### config.mk
export PLATFORM = sky130hd
export DESIGN_NAME = spi_transaction_sequencer_flat
export DESIGN_NICKNAME = d
export VERILOG_FILES = /design/src/rtl/spi_seq_pkg.sv /design/src/rtl/spi_transaction_sequencer_if.sv /design/src/rtl/spi_transaction_sequencer_timer.sv /design/src/rtl/spi_transaction_sequencer.sv /design/src/flat_wrapper.sv
export SDC_FILE = /design/constraint.sdc
export NUM_CORES = 1
export LEC_CHECK = 0
export CAP_MARGIN = 20
export CORE_UTILIZATION = 55
export CTS_CLUSTER_DIAMETER = 150
export CTS_CLUSTER_SIZE = 16
export DETAILED_ROUTE_END_ITERATION = 8
export DONT_BUFFER_PORTS = 1
export GPL_TIMING_DRIVEN = 0
export PLACE_DENSITY_LB_ADDON = 0.08
export SYNTH_ARGS = -nofsm -noshare
export SYNTH_HDL_FRONTEND = slang
export SYNTH_SLANG_ARGS = --single-unit
### constraint.sdc
create_clock -name clk_i -period 4.6 [get_ports clk_i]
set_input_delay 0.69 -clock clk_i [delete_from_list [all_inputs] [get_ports clk_i]]
set_output_delay 0.69 -clock clk_i [all_outputs]
set_load 0.01 [all_outputs]
### src/rtl/spi_seq_pkg.sv
// Shared types and defaults for the SPI multi-byte transaction sequencer.
package spi_seq_pkg;

    typedef enum logic [2:0] {
        IDLE,
        FETCH,
        LOAD,
        SEND,
        WAIT_DONE,
        STORE,
        GAP,
        FINISH
    } state_t;

    localparam int unsigned GAP_CYCLES_DEF     = 16;
    localparam int unsigned TIMEOUT_CYCLES_DEF = 1024;
    // Widest last-index the config struct can carry; ADDR_W must not exceed it.
    localparam int unsigned CFG_ADDR_MAX       = 16;

    typedef struct packed {
        logic [CFG_ADDR_MAX-1:0] n_tx_end;
        logic                    all_1s;
        logic                    all_0s;
    } seq_cfg_t;

    function automatic int unsigned max_u(input int unsigned a, input int unsigned b);
        return (a > b) ? a : b;
    endfunction

endpackage

### src/rtl/spi_transaction_sequencer_if.sv
// Command, TX/RX RAM and byte-engine signals of the transaction sequencer.
interface spi_transaction_sequencer_if #(
    parameter int unsigned ADDR_W = 9
);
    logic              start_i;
    logic              abort_i;
    logic [ADDR_W-1:0] n_tx_end_i;
    logic              all_1s_i;
    logic              all_0s_i;
    logic [ADDR_W-1:0] tx_addr_o;
    logic [7:0]        tx_rdata_i;
    logic              spi_send_o;
    logic [7:0]        spi_tx_data_o;
    logic              spi_all_1s_o;
    logic              spi_all_0s_o;
    logic              spi_done_i;
    logic [7:0]        spi_rx_data_i;
    logic              rx_we_o;
    logic [ADDR_W-1:0] rx_addr_o;
    logic [7:0]        rx_wdata_o;
    logic [ADDR_W:0]   n_rx_end_o;
    logic              busy_o;
    logic              done_o;
    logic              timeout_o;

    modport master (
        input  start_i, abort_i, n_tx_end_i, all_1s_i, all_0s_i,
        input  tx_rdata_i, spi_done_i, spi_rx_data_i,
        output tx_addr_o, spi_send_o, spi_tx_data_o, spi_all_1s_o, spi_all_0s_o,
        output rx_we_o, rx_addr_o, rx_wdata_o, n_rx_end_o, busy_o, done_o, timeout_o
    );

    modport slave (
        output start_i, abort_i, n_tx_end_i, all_1s_i, all_0s_i,
        output tx_rdata_i, spi_done_i, spi_rx_data_i,
        input  tx_addr_o, spi_send_o, spi_tx_data_o, spi_all_1s_o, spi_all_0s_o,
        input  rx_we_o, rx_addr_o, rx_wdata_o, n_rx_end_o, busy_o, done_o, timeout_o
    );
endinterface

### src/rtl/spi_transaction_sequencer_timer.sv
// Loadable down-counter; expired is high while the count sits at zero.
module spi_seq_timer #(
    parameter int unsigned W = 11
) (
    input  logic         clk_i,
    input  logic         rst_i,
    input  logic         load,
    input  logic [W-1:0] load_val,
    input  logic         en,
    output logic         expired
);
    logic [W-1:0] cnt;

    always_ff @(posedge clk_i or posedge rst_i) begin
        if (rst_i) begin
            cnt <= '0;
        end else if (load) begin
            cnt <= load_val;
        end else if (en && cnt != '0) begin
            cnt <= cnt - 1'b1;
        end
    end

    assign expired = (cnt == '0);
endmodule

### src/rtl/spi_transaction_sequencer.sv
// Walks n_tx_end+1 bytes from TX RAM through the SPI byte engine and stores
// each received byte into RX RAM at the same index.
module spi_transaction_sequencer
    import spi_seq_pkg::*;
#(
    parameter int unsigned ADDR_W         = 9,
    parameter int unsigned GAP_CYCLES     = GAP_CYCLES_DEF,
    parameter int unsigned TIMEOUT_CYCLES = TIMEOUT_CYCLES_DEF
) (
    input  logic                        clk_i,
    input  logic                        rst_i,
    spi_transaction_sequencer_if.master bus
);
    localparam int unsigned TW = $clog2(max_u(GAP_CYCLES, TIMEOUT_CYCLES) + 1);

    state_t            state, state_n;
    seq_cfg_t          cfg;
    logic [ADDR_W-1:0] idx;
    logic [7:0]        tx_data;
    logic [7:0]        rx_byte;
    logic [ADDR_W:0]   n_rx_end;
    logic              timeout;
    logic              abort_pend;
    logic              done_q;
    logic              done_rise;
    logic              last;
    logic              tmr_load;
    logic              tmr_en;
    logic              tmr_exp;
    logic [TW-1:0]     tmr_val;

    // The engine parks done high between bytes, so only its rising edge counts.
    assign done_rise = bus.spi_done_i & ~done_q;
    assign last      = (cfg.n_tx_end == CFG_ADDR_MAX'(idx));

    spi_seq_timer #(.W(TW)) u_timer (
        .clk_i   (clk_i),
        .rst_i   (rst_i),
        .load    (tmr_load),
        .load_val(tmr_val),
        .en      (tmr_en),
        .expired (tmr_exp)
    );

    always_ff @(posedge clk_i or posedge rst_i) begin
        if (rst_i) state <= IDLE;
        else       state <= state_n;
    end

    always_comb begin
        state_n  = state;
        tmr_load = 1'b0;
        tmr_val  = '0;
        tmr_en   = 1'b0;
        case (state)
            IDLE:  if (bus.start_i) state_n = FETCH;
            FETCH: state_n = bus.abort_i ? FINISH : LOAD;
            LOAD:  state_n = bus.abort_i ? FINISH : SEND;
            SEND: begin
                state_n  = WAIT_DONE;
                tmr_load = 1'b1;
                tmr_val  = TW'(TIMEOUT_CYCLES - 1);
            end
            WAIT_DONE: begin
                tmr_en = 1'b1;
                if (done_rise)    state_n = STORE;
                else if (tmr_exp) state_n = FINISH;
            end
            STORE: begin
                // A byte in flight always lands; a pending abort takes effect here.
                if (last || abort_pend || bus.abort_i) begin
                    state_n = FINISH;
                end else begin
                    state_n  = GAP;
                    tmr_load = 1'b1;
                    tmr_val  = TW'(GAP_CYCLES - 1);
                end
            end
            GAP: begin
                tmr_en = 1'b1;
                if (bus.abort_i)  state_n = FINISH;
                else if (tmr_exp) state_n = FETCH;
            end
            FINISH:  state_n = IDLE;
            default: state_n = IDLE;
        endcase
    end

    always_ff @(posedge clk_i or posedge rst_i) begin
        if (rst_i) begin
            cfg        <= '0;
            idx        <= '0;
            tx_data    <= '0;
            rx_byte    <= '0;
            n_rx_end   <= '0;
            timeout    <= 1'b0;
            abort_pend <= 1'b0;
            done_q     <= 1'b0;
        end else begin
            done_q <= bus.spi_done_i;
            case (state)
                IDLE: begin
                    if (bus.start_i) begin
                        cfg.n_tx_end <= CFG_ADDR_MAX'(bus.n_tx_end_i);
                        cfg.all_1s   <= bus.all_1s_i;
                        cfg.all_0s   <= bus.all_0s_i & ~bus.all_1s_i;
                        idx          <= '0;
                        n_rx_end     <= '0;
                        timeout      <= 1'b0;
                        abort_pend   <= 1'b0;
                    end
                end
                LOAD: tx_data <= bus.tx_rdata_i;
                SEND: if (bus.abort_i) abort_pend <= 1'b1;
                WAIT_DONE: begin
                    if (bus.abort_i) abort_pend <= 1'b1;
                    if (done_rise)    rx_byte <= bus.spi_rx_data_i;
                    else if (tmr_exp) timeout <= 1'b1;
                end
                STORE: begin
                    n_rx_end <= n_rx_end + 1'b1;
                    if (!last) idx <= idx + 1'b1;
                end
                default: ;
            endcase
        end
    end

    assign bus.tx_addr_o     = idx;
    assign bus.spi_send_o    = (state == SEND);
    assign bus.spi_tx_data_o = tx_data;
    assign bus.spi_all_1s_o  = cfg.all_1s;
    assign bus.spi_all_0s_o  = cfg.all_0s;
    assign bus.rx_we_o       = (state == STORE);
    assign bus.rx_addr_o     = idx;
    assign bus.rx_wdata_o    = rx_byte;
    assign bus.n_rx_end_o    = n_rx_end;
    assign bus.busy_o        = (state != IDLE);
    assign bus.done_o        = (state == FINISH);
    assign bus.timeout_o     = timeout;
endmodule

### src/flat_wrapper.sv
// flat-port wrapper written by rule: the top's interface ports become plain ports
module spi_transaction_sequencer_flat import spi_seq_pkg::*;
#(
    parameter int unsigned ADDR_W         = 9,
    parameter int unsigned GAP_CYCLES     = GAP_CYCLES_DEF,
    parameter int unsigned TIMEOUT_CYCLES = TIMEOUT_CYCLES_DEF
)
  (clk_i, rst_i, bus_start_i, bus_abort_i, bus_n_tx_end_i, bus_all_1s_i, bus_all_0s_i, bus_tx_rdata_i, bus_spi_done_i, bus_spi_rx_data_i, bus_tx_addr_o, bus_spi_send_o, bus_spi_tx_data_o, bus_spi_all_1s_o, bus_spi_all_0s_o, bus_rx_we_o, bus_rx_addr_o, bus_rx_wdata_o, bus_n_rx_end_o, bus_busy_o, bus_done_o, bus_timeout_o);
  spi_transaction_sequencer_if #(.ADDR_W(ADDR_W)) bus_i ();
  input  logic clk_i;
  input  logic rst_i;
  input wire logic [$bits(bus_i.start_i)-1:0] bus_start_i;
  input wire logic [$bits(bus_i.abort_i)-1:0] bus_abort_i;
  input wire logic [$bits(bus_i.n_tx_end_i)-1:0] bus_n_tx_end_i;
  input wire logic [$bits(bus_i.all_1s_i)-1:0] bus_all_1s_i;
  input wire logic [$bits(bus_i.all_0s_i)-1:0] bus_all_0s_i;
  input wire logic [$bits(bus_i.tx_rdata_i)-1:0] bus_tx_rdata_i;
  input wire logic [$bits(bus_i.spi_done_i)-1:0] bus_spi_done_i;
  input wire logic [$bits(bus_i.spi_rx_data_i)-1:0] bus_spi_rx_data_i;
  output wire logic [$bits(bus_i.tx_addr_o)-1:0] bus_tx_addr_o;
  output wire logic [$bits(bus_i.spi_send_o)-1:0] bus_spi_send_o;
  output wire logic [$bits(bus_i.spi_tx_data_o)-1:0] bus_spi_tx_data_o;
  output wire logic [$bits(bus_i.spi_all_1s_o)-1:0] bus_spi_all_1s_o;
  output wire logic [$bits(bus_i.spi_all_0s_o)-1:0] bus_spi_all_0s_o;
  output wire logic [$bits(bus_i.rx_we_o)-1:0] bus_rx_we_o;
  output wire logic [$bits(bus_i.rx_addr_o)-1:0] bus_rx_addr_o;
  output wire logic [$bits(bus_i.rx_wdata_o)-1:0] bus_rx_wdata_o;
  output wire logic [$bits(bus_i.n_rx_end_o)-1:0] bus_n_rx_end_o;
  output wire logic [$bits(bus_i.busy_o)-1:0] bus_busy_o;
  output wire logic [$bits(bus_i.done_o)-1:0] bus_done_o;
  output wire logic [$bits(bus_i.timeout_o)-1:0] bus_timeout_o;
  assign bus_i.start_i = bus_start_i;
  assign bus_i.abort_i = bus_abort_i;
  assign bus_i.n_tx_end_i = bus_n_tx_end_i;
  assign bus_i.all_1s_i = bus_all_1s_i;
  assign bus_i.all_0s_i = bus_all_0s_i;
  assign bus_i.tx_rdata_i = bus_tx_rdata_i;
  assign bus_i.spi_done_i = bus_spi_done_i;
  assign bus_i.spi_rx_data_i = bus_spi_rx_data_i;
  assign bus_tx_addr_o = bus_i.tx_addr_o;
  assign bus_spi_send_o = bus_i.spi_send_o;
  assign bus_spi_tx_data_o = bus_i.spi_tx_data_o;
  assign bus_spi_all_1s_o = bus_i.spi_all_1s_o;
  assign bus_spi_all_0s_o = bus_i.spi_all_0s_o;
  assign bus_rx_we_o = bus_i.rx_we_o;
  assign bus_rx_addr_o = bus_i.rx_addr_o;
  assign bus_rx_wdata_o = bus_i.rx_wdata_o;
  assign bus_n_rx_end_o = bus_i.n_rx_end_o;
  assign bus_busy_o = bus_i.busy_o;
  assign bus_done_o = bus_i.done_o;
  assign bus_timeout_o = bus_i.timeout_o;
  spi_transaction_sequencer #(.ADDR_W(ADDR_W), .GAP_CYCLES(GAP_CYCLES), .TIMEOUT_CYCLES(TIMEOUT_CYCLES)) u_core (.clk_i(clk_i), .rst_i(rst_i), .bus(bus_i));
endmodule
==> impl_metrics.yaml, run 1 <==
yosys:
  synth_edf_count: 0
  synth.distinct_cells: 59
  ys_seq_elements: 63
  syn_inst: 300
  synth_ff_type: "dfrtp_1"
  synth_top_family_by_area: "simple AND/OR/NAND/NOR gates"
  synth_compound_area_frac: 0.107
  synthesis.nets: 336
  synthMuxAreaShare: 0.134
  synth.yosys.warnings: 0
  ys_seq_area_frac: 0.477
  synth-adder-area-share: 0.0151
  syn_avg_cell_area_um2: 11.0
  synthSimpleGateAreaFrac: 0.187
  ys_async_sr_fraction: 1.00
  syn-cell-area_um2: 3300
  synth_xor_area_frac: 0.0265
clock_tree:
  clock_latency_ns: 0.33
  cts-root-buf: "clkbuf_8"
  cts_tree: "built"
  cts.sinks: 63
  h-tree-depth: 3
  cts_resized: 0
  path_clk_slew_ns: 0.07
  cts.path.max_buffers: 2
  cts-buffers-inserted: 9
  cts_hold_buffers: 0
  postCtsSetupBuffers: 0
floorplanning:
  die_h_um: 79.5
  rows: 27
  pin_count: 83
  start_util: 0.586
  die_w_um: 79.5
  dieArea_um2: 6320
  core-area_um2: 5640
route:
  drc_errors: 0
  post_drt_wl_per_cell_um: 17.1
  vias_per_cell: 6.04
  detail-route-antenna-nets: 0
  vias: 2348
  drt_first_iter_violations: 152
  drtPass1Iterations: 4
  route.final.wire_length_um: 6640
power_and_ir_drop:
  leakagePower_nw: 1.56
  peakVddDrop_mv: 0.363
  power.density_nw_per_um2: 649
sta:
  holdWs_ns: 0.276
  finalCriticalPeriod_ns: 2.43
  setup_viol: 0
  timing.final.crit_share: 0.527
  slew_headroom: 0.478
  tightest_slew_ns: 0.776
  timing.final.hold_violations: 0
  rsz0062_at_grt: "false"
  fin_skew_ns: 0.00783
  final.setup.tns_ns: 0
  maxSlewViolCount: 0
  max_freq_mhz: 412
final_layout:
  antenna_cells: 0
  fill_cells: 459
  layout-drive-gt1-share: 0.211
  nNetsFinal: 348
  syn2layout_area_growth_pct: 10.3
  final_area_um2: 3650
setup_path:
  end_kind: "output pin"
  rrSetupSlack_ns: 2.54
  crit_arrival_ns: 1.74
  worstSetupEndpoint: "bus_spi_send_o"
  start_kind: "flip-flop"
  rr_worst_depth: 7
  r2r_start: "u_core.u_timer.cnt[0]$_DFFE_PP0P_"
  crit_type: "reg2out"
  reg2reg_to: "u_core.u_timer.cnt[2]$_DFFE_PP0P_"
  path_max_fanout: 10
  crit_path_start: "u_core.state[1]$_DFFE_PP0P_"
  required_ns: 3.91
placement:
  place_area_um2: 3410
  gp_congestion: 0.808
  io_buffers: 0
  hpwl_um: 4650
grt:
  antenna_found_initial: 0
  grt_pass1_vias: 2306
  grt_util_all_layers: 0.227
  grt_pass1_wl_um: 11100
  grt_max_degree: 39
  grt_overflow: 0
status:
  status: "complete, no violations"
hold_path:
  hp-class: "in2async"
flow_run:
  cap_viol_max_count: 0
## Yosys cell counts, types with 2 or more instances
master     count  area share
and3_1         5      0.0095
a21oi_1        7       0.011
a31oi_1        9       0.017
or4_1          2      0.0045
buf_2          6      0.0091
and2_1         5      0.0095
o21ai_0        9       0.014
nand3_1       14       0.021
nand4_1        5      0.0095
o31a_1         2      0.0053
nor3_2         3      0.0091
nand2b_1       8       0.015
nand2_1       28       0.032
dfrtp_1       63        0.48
ha_1           4       0.015
inv_1          8      0.0091
o31ai_1        5       0.011
mux2_2        17       0.058
o21ai_1        2      0.0030
a2111oi_0      2      0.0053
mux2i_1       15       0.045
buf_6          2      0.0068
clkbuf_1       3      0.0034
mux2_1         9       0.031
nor2_1         9       0.010
buf_4         11       0.025
o211ai_1       2      0.0045
a311oi_1       2      0.0053
or3_1          2      0.0038
xnor2_1       10       0.027
nor3_1         3      0.0045
## flip-flops by register name (all words and copies together), names as in the netlist
signal,cells
u_core.bus.spi_all_0s_o,1
u_core.bus.rx_addr_o,9
u_core.bus.n_rx_end_o,10
u_core.bus.rx_wdata_o,8
u_core.cfg,9
u_core.bus.spi_tx_data_o,8
u_core.state,3
u_core.abort_pend,1
u_core.bus.spi_all_1s_o,1
u_core.bus.timeout_o,1
u_core.done_q,1
u_core.u_timer.cnt,11
## cell type report
| cell class | instances | area (um2) | share of cell area |
|---|---|---|---|
| flip-flops and latches | 63 | 1580 | 0.432 |
| multi-input cells | 207 | 1550 | 0.426 |
| clock inverters | 4 | 76.3 | 0.0209 |
| repair buffers | 1 | 20.0 | 0.00549 |
| inverters | 8 | 30.0 | 0.00824 |
| clock buffers | 12 | 155 | 0.0426 |
| well taps | 72 | 90.1 | 0.0247 |
| plain buffers | 22 | 146 | 0.0402 |
## worst min-delay path by stage
stage / endpoint / slack [ns] / cells after the start
2_1_floorplan: u_core.cfg[3]$_DFFE_PP0P_ / 0.49 / 1
3_3_place_gp: u_core.cfg[10]$_DFFE_PP0P_ / 0.49 / 1
3_5_place_dp: u_core.cfg[8]$_DFFE_PP0P_ / 0.50 / 1
4_1_cts: u_core.bus.spi_tx_data_o[3]$_DFFE_PP0P_ / 0.29 / 1
5_1_grt: u_core.bus.spi_tx_data_o[5]$_DFFE_PP0P_ / 0.32 / 1
6_report: u_core.bus.spi_tx_data_o[3]$_DFFE_PP0P_ / 0.28 / 1
## layer usage
metal	up-vias	global-route usage	routed length, um
met1	1166	0.307	3010
met2	69	0.360	3200
met3	9	0.0434	327
met5	-	0	0
li1	1104	-	-
met4	0	0.0873	96
## logic make-up (layout without fill, tap and decap cells)
| family | count (synthesis) | count (layout) |
|---|---|---|
| flops | 63 | 63 |
| buf+inv | 30 | 47 |
| compound gates | 51 | 51 |
| fa+ha+maj | 4 | 4 |
| mux | 41 | 41 |
| simple gates | 101 | 101 |
| xor+xnor | 10 | 10 |
## metrics by stage
step / power [mW] / util / setup slack, ns / cells
after floorplan: 1.63 / - / 2.34 / 300
after global placement: 1.77 / 0.602 / 1.64 / 372
after detailed placement: 1.81 / 0.605 / 2.55 / 373
after CTS: 2.38 / 0.646 / 2.17 / 389
after global routing: 2.53 / 0.646 / 2.04 / 389
final: 2.37 / 0.646 / 2.17 / 389
## worst max-delay path, cell delays in order (launching register included)
cell and delay [ns]:
dfrtp_1 0.39, buf_2 0.23, nand2_1 0.11, or2_2 0.28
buf_2 0.19, inv_1 0.22
## layout by cell type (no fill, tap or decap), drive strengths merged, types with 3 or more instances in the layout
cell type | netlist | layout
nand2 | 28 | 28
nor3 | 7 | 7
o31ai | 5 | 5
nand3 | 15 | 15
nand2b | 8 | 8
inv | 8 | 9
clkbuf | 3 | 15
ha | 4 | 4
dfrtp | 63 | 63
mux2 | 26 | 26
buf | 19 | 20
or4 | 3 | 3
a21oi | 7 | 7
mux2i | 15 | 15
o21ai | 11 | 11
and2 | 6 | 6
a31oi | 9 | 9
nand4 | 5 | 5
and3 | 5 | 5
nor2 | 9 | 9
nor3b | 3 | 3
xnor2 | 10 | 10
## power by group
| group | switching (mW) | internal, mW | total, mW |
|---|---|---|---|
| registers | 0.266 | 0.766 | 1.03 |
| logic | 0.402 | 0.368 | 0.770 |
| clock network | 0.228 | 0.337 | 0.565 |
Power figures use the tool's default switching activity.
==> run 2: changes to the inputs <==
--- a/config.mk
+++ b/config.mk
@@ -5,6 +5,7 @@
 export SDC_FILE = /design/constraint.sdc
 export NUM_CORES = 1
 export LEC_CHECK = 0
+export ABC_AREA = 1
 export CAP_MARGIN = 20
 export CORE_UTILIZATION = 55
 export CTS_CLUSTER_DIAMETER = 150
==> constraint.sdc (replaced) <==
create_clock -name clk_i -period 2.05 [get_ports clk_i]
set_input_delay 0.3075 -clock clk_i [delete_from_list [all_inputs] [get_ports clk_i]]
set_output_delay 0.3075 -clock clk_i [all_outputs]
set_load 0.01 [all_outputs]
==> impl_metrics.yaml, run 2 <==
yosys:
  syn-cell-area_um2: 3200
  synth_ff_type: "dfrtp_1"
  synth-adder-area-share: 0.0156
  synth_xor_area_frac: 0.0492
  synthSimpleGateAreaFrac: 0.269
  synth_compound_area_frac: 0.0645
  syn_avg_cell_area_um2: 8.19
  synth_commonest_cells: "133 x nand2_1, 63 x dfrtp_1, 38 x inv_1"
  ys_seq_elements: 63
  ys_seq_area_frac: 0.492
  synth_top_family_by_area: "simple AND/OR/NAND/NOR gates"
  yosysTopAreaCellShare: 0.492
  ys_async_sr_fraction: 1.00
  synth.distinct_cells: 29
  synth_edf_count: 0
  synthMuxAreaShare: 0.0313
  synthTopCellsByArea: "dfrtp_1 49%, nand2_1 16%, inv_1 4.5%"
  synthesis.nets: 427
  syn_inst: 391
  synth.yosys.warnings: 0
  yosysTopAreaCell: "dfrtp_1"
  yosysMostFrequentCell: "nand2_1"
sta:
  worst_slack_ns: 0.127
  maxSlewViolCount: 0
  fin_skew_ns: 0.0121
  holdWs_ns: 0.0764
  max_freq_mhz: 520
  rsz0062_at_grt: "false"
  timing.final.crit_share: 0.938
  timing.final.hold_violations: 0
  finalCriticalPeriod_ns: 1.92
  tightest_slew_ns: 0.523
  setup_viol: 0
  slew_headroom: 0.642
clock_tree:
  cts.sinks: 63
  cts_tree: "built"
  clock_latency_ns: 0.34
  path_clk_slew_ns: 0.07
  postCtsSetupBuffers: 0
  cts.path.max_buffers: 2
  cts-root-buf: "clkbuf_8"
  h-tree-depth: 3
  cts-buffers-inserted: 9
setup_path:
  start_kind: "flip-flop"
  path_max_fanout: 10
  path_cells: "inv_1, nor3_4, clkbuf_2"
  crit_arrival_ns: 1.62
  crit_type: "reg2out"
  cpPeakStageDelay_ns: 0.45
  required_ns: 1.74
  slowest_stage: "dfrtp_1"
  end_kind: "output pin"
route:
  route.final.wire_length_um: 6600
  vias_per_cell: 5.37
  post_drt_wl_per_cell_um: 13.7
  drt_first_iter_violations: 133
  drc_errors: 0
  vias: 2582
  detail-route-antenna-nets: 0
  drtPass1Iterations: 4
grt:
  grt_max_degree: 44
  grt_overflow: 0
  grt_util_all_layers: 0.231
  grt_pass1_wl_um: 10900
  antenna_found_initial: 0
  grt_pass1_vias: 2387
power_and_ir_drop:
  switchingPower_mw: 2.08
  peakVddDrop_mv: 0.774
  p_int_mw: 3.09
  pwr-share-clk: 0.230
  power.density_nw_per_um2: 1450
  pwr-share-comb: 0.337
  pwr-share-seq: 0.434
  leakagePower_nw: 1.81
  p_sw_frac: 0.402
final_layout:
  layout_common_cells: "132 x nand2_1, 63 x dfrtp_1, 37 x inv_1"
  max_flop_register: "u_core.u_timer.cnt"
  final_util: 0.638
  layout-drive-gt1-share: 0.122
  syn2layout_area_growth_pct: 11.1
  nNetsFinal: 441
  largest_reg_flops: 11
  layout_commonest_cell: "nand2_1"
  antenna_cells: 0
floorplanning:
  die_h_um: 78.3
  rows: 27
  pin_count: 83
  dieArea_um2: 6130
  die_w_um: 78.3
  start_util: 0.574
  core-area_um2: 5570
placement:
  io_buffers: 0
  place_ws_ns: 0.140
  hpwl_um: 4670
  gp_congestion: 0.862
status:
  status: "complete, no violations"
hold_path:
  hp-class: "in2reg"
flow_run:
  cap_viol_max_count: 0
[run 2: worst max-delay path, delay by kind of cell, from the launching register on]
| kind | cells | cell delay, ns |
|---|---|---|
| and+or+nand+nor | 1 | 0.34 |
| DFF | 1 | 0.45 |
| buffers and inverters | 2 | 0.48 |
[run 2: per-layer routing]
| layer | track usage | vias to the layer above | wire length [um] |
|---|---|---|---|
| met4 | 0.0944 | 0 | 127 |
| met3 | 0.0756 | 12 | 457 |
| met1 | 0.292 | 1219 | 2880 |
| met5 | 0 | - | 0 |
| met2 | 0.367 | 80 | 3130 |
| li1 | - | 1271 | - |
[run 2: path summary, 6_finish.rpt]
check,from,endpoint,slack [ns],depth (start not counted)
worst max register to register,u_core.u_timer.cnt[0]$_DFFE_PP0P_,u_core.u_timer.cnt[2]$_DFFE_PP0P_,0.19,9
worst min-delay path,bus_tx_rdata_i[3],u_core.bus.spi_tx_data_o[3]$_DFFE_PP0P_,0.08,2
worst max-delay path,u_core.state[0]$_DFFE_PP0P_,bus_rx_we_o,0.13,3
min in group asynchronous,rst_i,u_core.u_timer.cnt[1]$_DFFE_PP0P_,0.44,2
max in group asynchronous,rst_i,u_core.bus.rx_addr_o[3]$_DFFE_PP0P_,1.04,3
worst min register to register,u_core.u_timer.cnt[9]$_DFFE_PP0P_,u_core.u_timer.cnt[9]$_DFFE_PP0P_,0.49,2
[run 2: logic make-up after synthesis]
| family | count (synthesis) |
|---|---|
| compound gates | 36 |
| xor+xnor | 18 |
| fa+ha+maj | 4 |
| buf+inv | 56 |
| flops | 63 |
| mux | 9 |
| simple gates | 205 |
[run 2: repair_timing]
item,4_1_cts,5_1_grt
hold endpoints to repair,21,0
endpoints found under the setup margin,1,21
hold buffers,2,0
gates resized for setup,1,5
[run 2: power by group through the flow]
stage	sequential (mW)	combinational, mW	clock, mW
after floorplan	2.15	1.41	0
after global placement	2.25	1.67	0
after detailed placement	2.26	1.72	0
after CTS	2.24	1.74	1.20
after global routing	2.31	2.01	1.26
final	2.24	1.74	1.19
[run 2: final cells by class]
class                   instances  area [um2]
clock inverters                 4        70.1
plain buffers                  16         101
inverters                      40         150
clock buffers                  11         141
well taps                      72        90.1
repair buffers                  3        40.0
flip-flops and latches         63        1580
fillers                       501        2020
multi-input cells             272        1390
[run 2: through the flow]
| stage | cells | area (um2) | TNS (ns) | total power, mW |
|---|---|---|---|---|
| 2_1_floorplan | 391 | 3200 | 0 | 3.56 |
| 3_3_place_gp | 463 | 3290 | -31.66 | 3.92 |
| 3_5_place_dp | 464 | 3310 | 0 | 3.98 |
| 4_1_cts | 481 | 3540 | 0 | 5.19 |
| 5_1_grt | 481 | 3560 | 0 | 5.58 |
| 6_report | 481 | 3560 | 0 | 5.16 |
==> run 3: changes to the inputs <==
--- a/config.mk
+++ b/config.mk
@@ -7,7 +7,9 @@
 export LEC_CHECK = 0
 export ABC_AREA = 1
 export CAP_MARGIN = 20
-export CORE_UTILIZATION = 55
+export CELL_PAD_IN_SITES_DETAIL_PLACEMENT = 0
+export CELL_PAD_IN_SITES_GLOBAL_PLACEMENT = 1
+export CORE_UTILIZATION = 41
 export CTS_CLUSTER_DIAMETER = 150
 export CTS_CLUSTER_SIZE = 16
 export DETAILED_ROUTE_END_ITERATION = 8
==> impl_metrics.yaml, run 3 (synthesis gave the netlist of run 2 again) <==
route:
  post_drt_wl_per_cell_um: 14.1
  detail-route-antenna-nets: 0
  drtPass1Iterations: 4
  drc_errors: 0
  drt_first_iter_violations: 104
  route.final.wire_length_um: 7200
  vias_per_cell: 4.96
  vias: 2533
sta:
  maxSlewViolCount: 0
  setup_viol: 0
  slew_headroom: 0.435
  fin_skew_ns: 0.00692
  tightest_slew_ns: 0.847
  max_freq_mhz: 529
  finalCriticalPeriod_ns: 1.89
  worst_slack_ns: 0.158
  rsz0062_at_grt: "true"
  final.setup.tns_ns: 0
  timing.final.crit_share: 0.923
  timing.final.hold_violations: 0
final_layout:
  layout-drive-gt1-share: 0.138
  antenna_cells: 0
  syn2layout_area_growth_pct: 12.7
  largest_reg_flops: 11
  layout_common_cells: "132 x nand2_1, 61 x dfrtp_1, 36 x inv_1"
  final_area_um2: 3610
  max_flop_register: "u_core.u_timer.cnt"
  layout_commonest_cell: "nand2_1"
  nNetsFinal: 443
setup_path:
  rrSetupSlack_ns: 0.20
  path_max_fanout: 10
  crit_type: "reg2out"
  required_ns: 1.74
  crit_arrival_ns: 1.58
  start_kind: "flip-flop"
  r2r_start: "u_core.state[1]$_DFFE_PP0P_"
  end_kind: "output pin"
  reg2reg_to: "u_core.bus.spi_all_0s_o$_DFFE_PP0P_"
  rr_worst_depth: 8
power_and_ir_drop:
  pwr-share-comb: 0.342
  switchingPower_mw: 2.13
  power.density_nw_per_um2: 1450
  peakVddDrop_mv: 0.696
  pwr-share-clk: 0.228
  pwr-share-seq: 0.430
  leakagePower_nw: 1.81
  p_sw_frac: 0.409
  p_int_mw: 3.09
hold_path:
  hp-class: "in2async"
placement:
  place_ws_ns: 0.0563
  hpwl_um: 5160
  io_buffers: 0
  place_area_um2: 3350
  gp_congestion: 0.793
clock_tree:
  cts-root-buf: "clkbuf_8"
  clock_latency_ns: 0.34
  cts.sinks: 63
  cts-buffers-inserted: 9
  cts.path.max_buffers: 2
  path_clk_slew_ns: 0.07
  cts_tree: "built"
  h-tree-depth: 3
status:
  status: "complete, no violations"
floorplanning:
  pin_count: 83
  rows: 31
  die_w_um: 90.4
  start_util: 0.432
  dieArea_um2: 8170
  core-area_um2: 7410
  die_h_um: 90.4
grt:
  grt_util_all_layers: 0.193
  grt_pass1_vias: 2534
  grt_overflow: 0
  grt_pass1_wl_um: 12300
  grt_max_degree: 40
  antenna_found_initial: 0
flow_run:
  cap_viol_max_count: 0
-- run 3: changes by cell type in the layout (fill, tap and decap cells not counted), sizes merged --
cell / delta
buf: +3
clkbuf: -1
clkinvlp: +2
dlygate4sd3: -1
-- run 3: per-stage QoR --
stage	hold WS [ns]	utilization	total power, mW	std cells
4_1_cts	0.0363	0.482	5.23	508
6_report	0.0162	0.487	5.22	511
3_3_place_gp	0.339	0.449	3.98	490
3_5_place_dp	0.339	0.452	4.02	491
5_1_grt	0.0623	0.487	5.66	511
2_1_floorplan	0.339	-	3.56	391
-- run 3: worst max path at each step --
| stage | cells after the start | endpoint | slack (ns) | startpoint |
|---|---|---|---|---|
| 6_report | 3 | bus_rx_we_o | 0.16 | u_core.state[0]$_DFFE_PP0P_ |
| 5_1_grt | 10 | u_core.bus.rx_addr_o[4]$_DFFE_PP0P_ | -0.01 | u_core.bus.rx_addr_o[2]$_DFFE_PP0P_ |
| 4_1_cts | 8 | u_core.bus.spi_all_0s_o$_DFFE_PP0P_ | 0.03 | u_core.state[1]$_DFFE_PP0P_ |
| 3_5_place_dp | 8 | u_core.bus.spi_all_0s_o$_DFFE_PP0P_ | 0.06 | u_core.state[1]$_DFFE_PP0P_ |
| 3_3_place_gp | 1 | u_core.bus.spi_tx_data_o[2]$_DFFE_PP0P_ | -0.62 | rst_i |
| 2_1_floorplan | 1 | u_core.abort_pend$_DFFE_PP0P_ | 0.17 | rst_i |
-- run 3: power by group through the flow --
stage	logic, mW	clock network, mW	registers, mW
3_5_place_dp	1.75	0	2.27
6_report	1.79	1.19	2.25
3_3_place_gp	1.72	0	2.26
2_1_floorplan	1.41	0	2.15
4_1_cts	1.76	1.22	2.25
5_1_grt	2.09	1.26	2.32
-- run 3: final cells by class --
type	instances	area, um2
plain buffers	16	100
inverters	40	150
flip-flops and latches	63	1580
clock buffers	10	128
clock inverters	6	85.1
repair buffers	5	52.6
well taps	99	124
multi-input cells	272	1390
fillers	758	3800
-- run 3: layer usage --
layer  GRT usage  up-vias  part of all wire  routed length [um]
li1            -     1278                 -                   -
met1       0.249     1181              0.48                3480
met2       0.295       65              0.44                3140
met3      0.0707        9             0.065                 465
met4      0.0726        0             0.015                 109
met5           0        -                 0                   0
-- run 3: critical path, cell delays in order, from the launching register on --
cell      delay (ns)
dfrtp_1         0.46
inv_1           0.14
nor3_4          0.30
clkbuf_2        0.34
-- run 3: timing repair --
item	in CTS	in global routing
setup endpoints to repair	1	23
hold buffers	1	0
pin swaps	0	1
gates cloned	0	0
resized for setup	1	7
hold endpoints to repair	1	0
buffers inserted	0	3
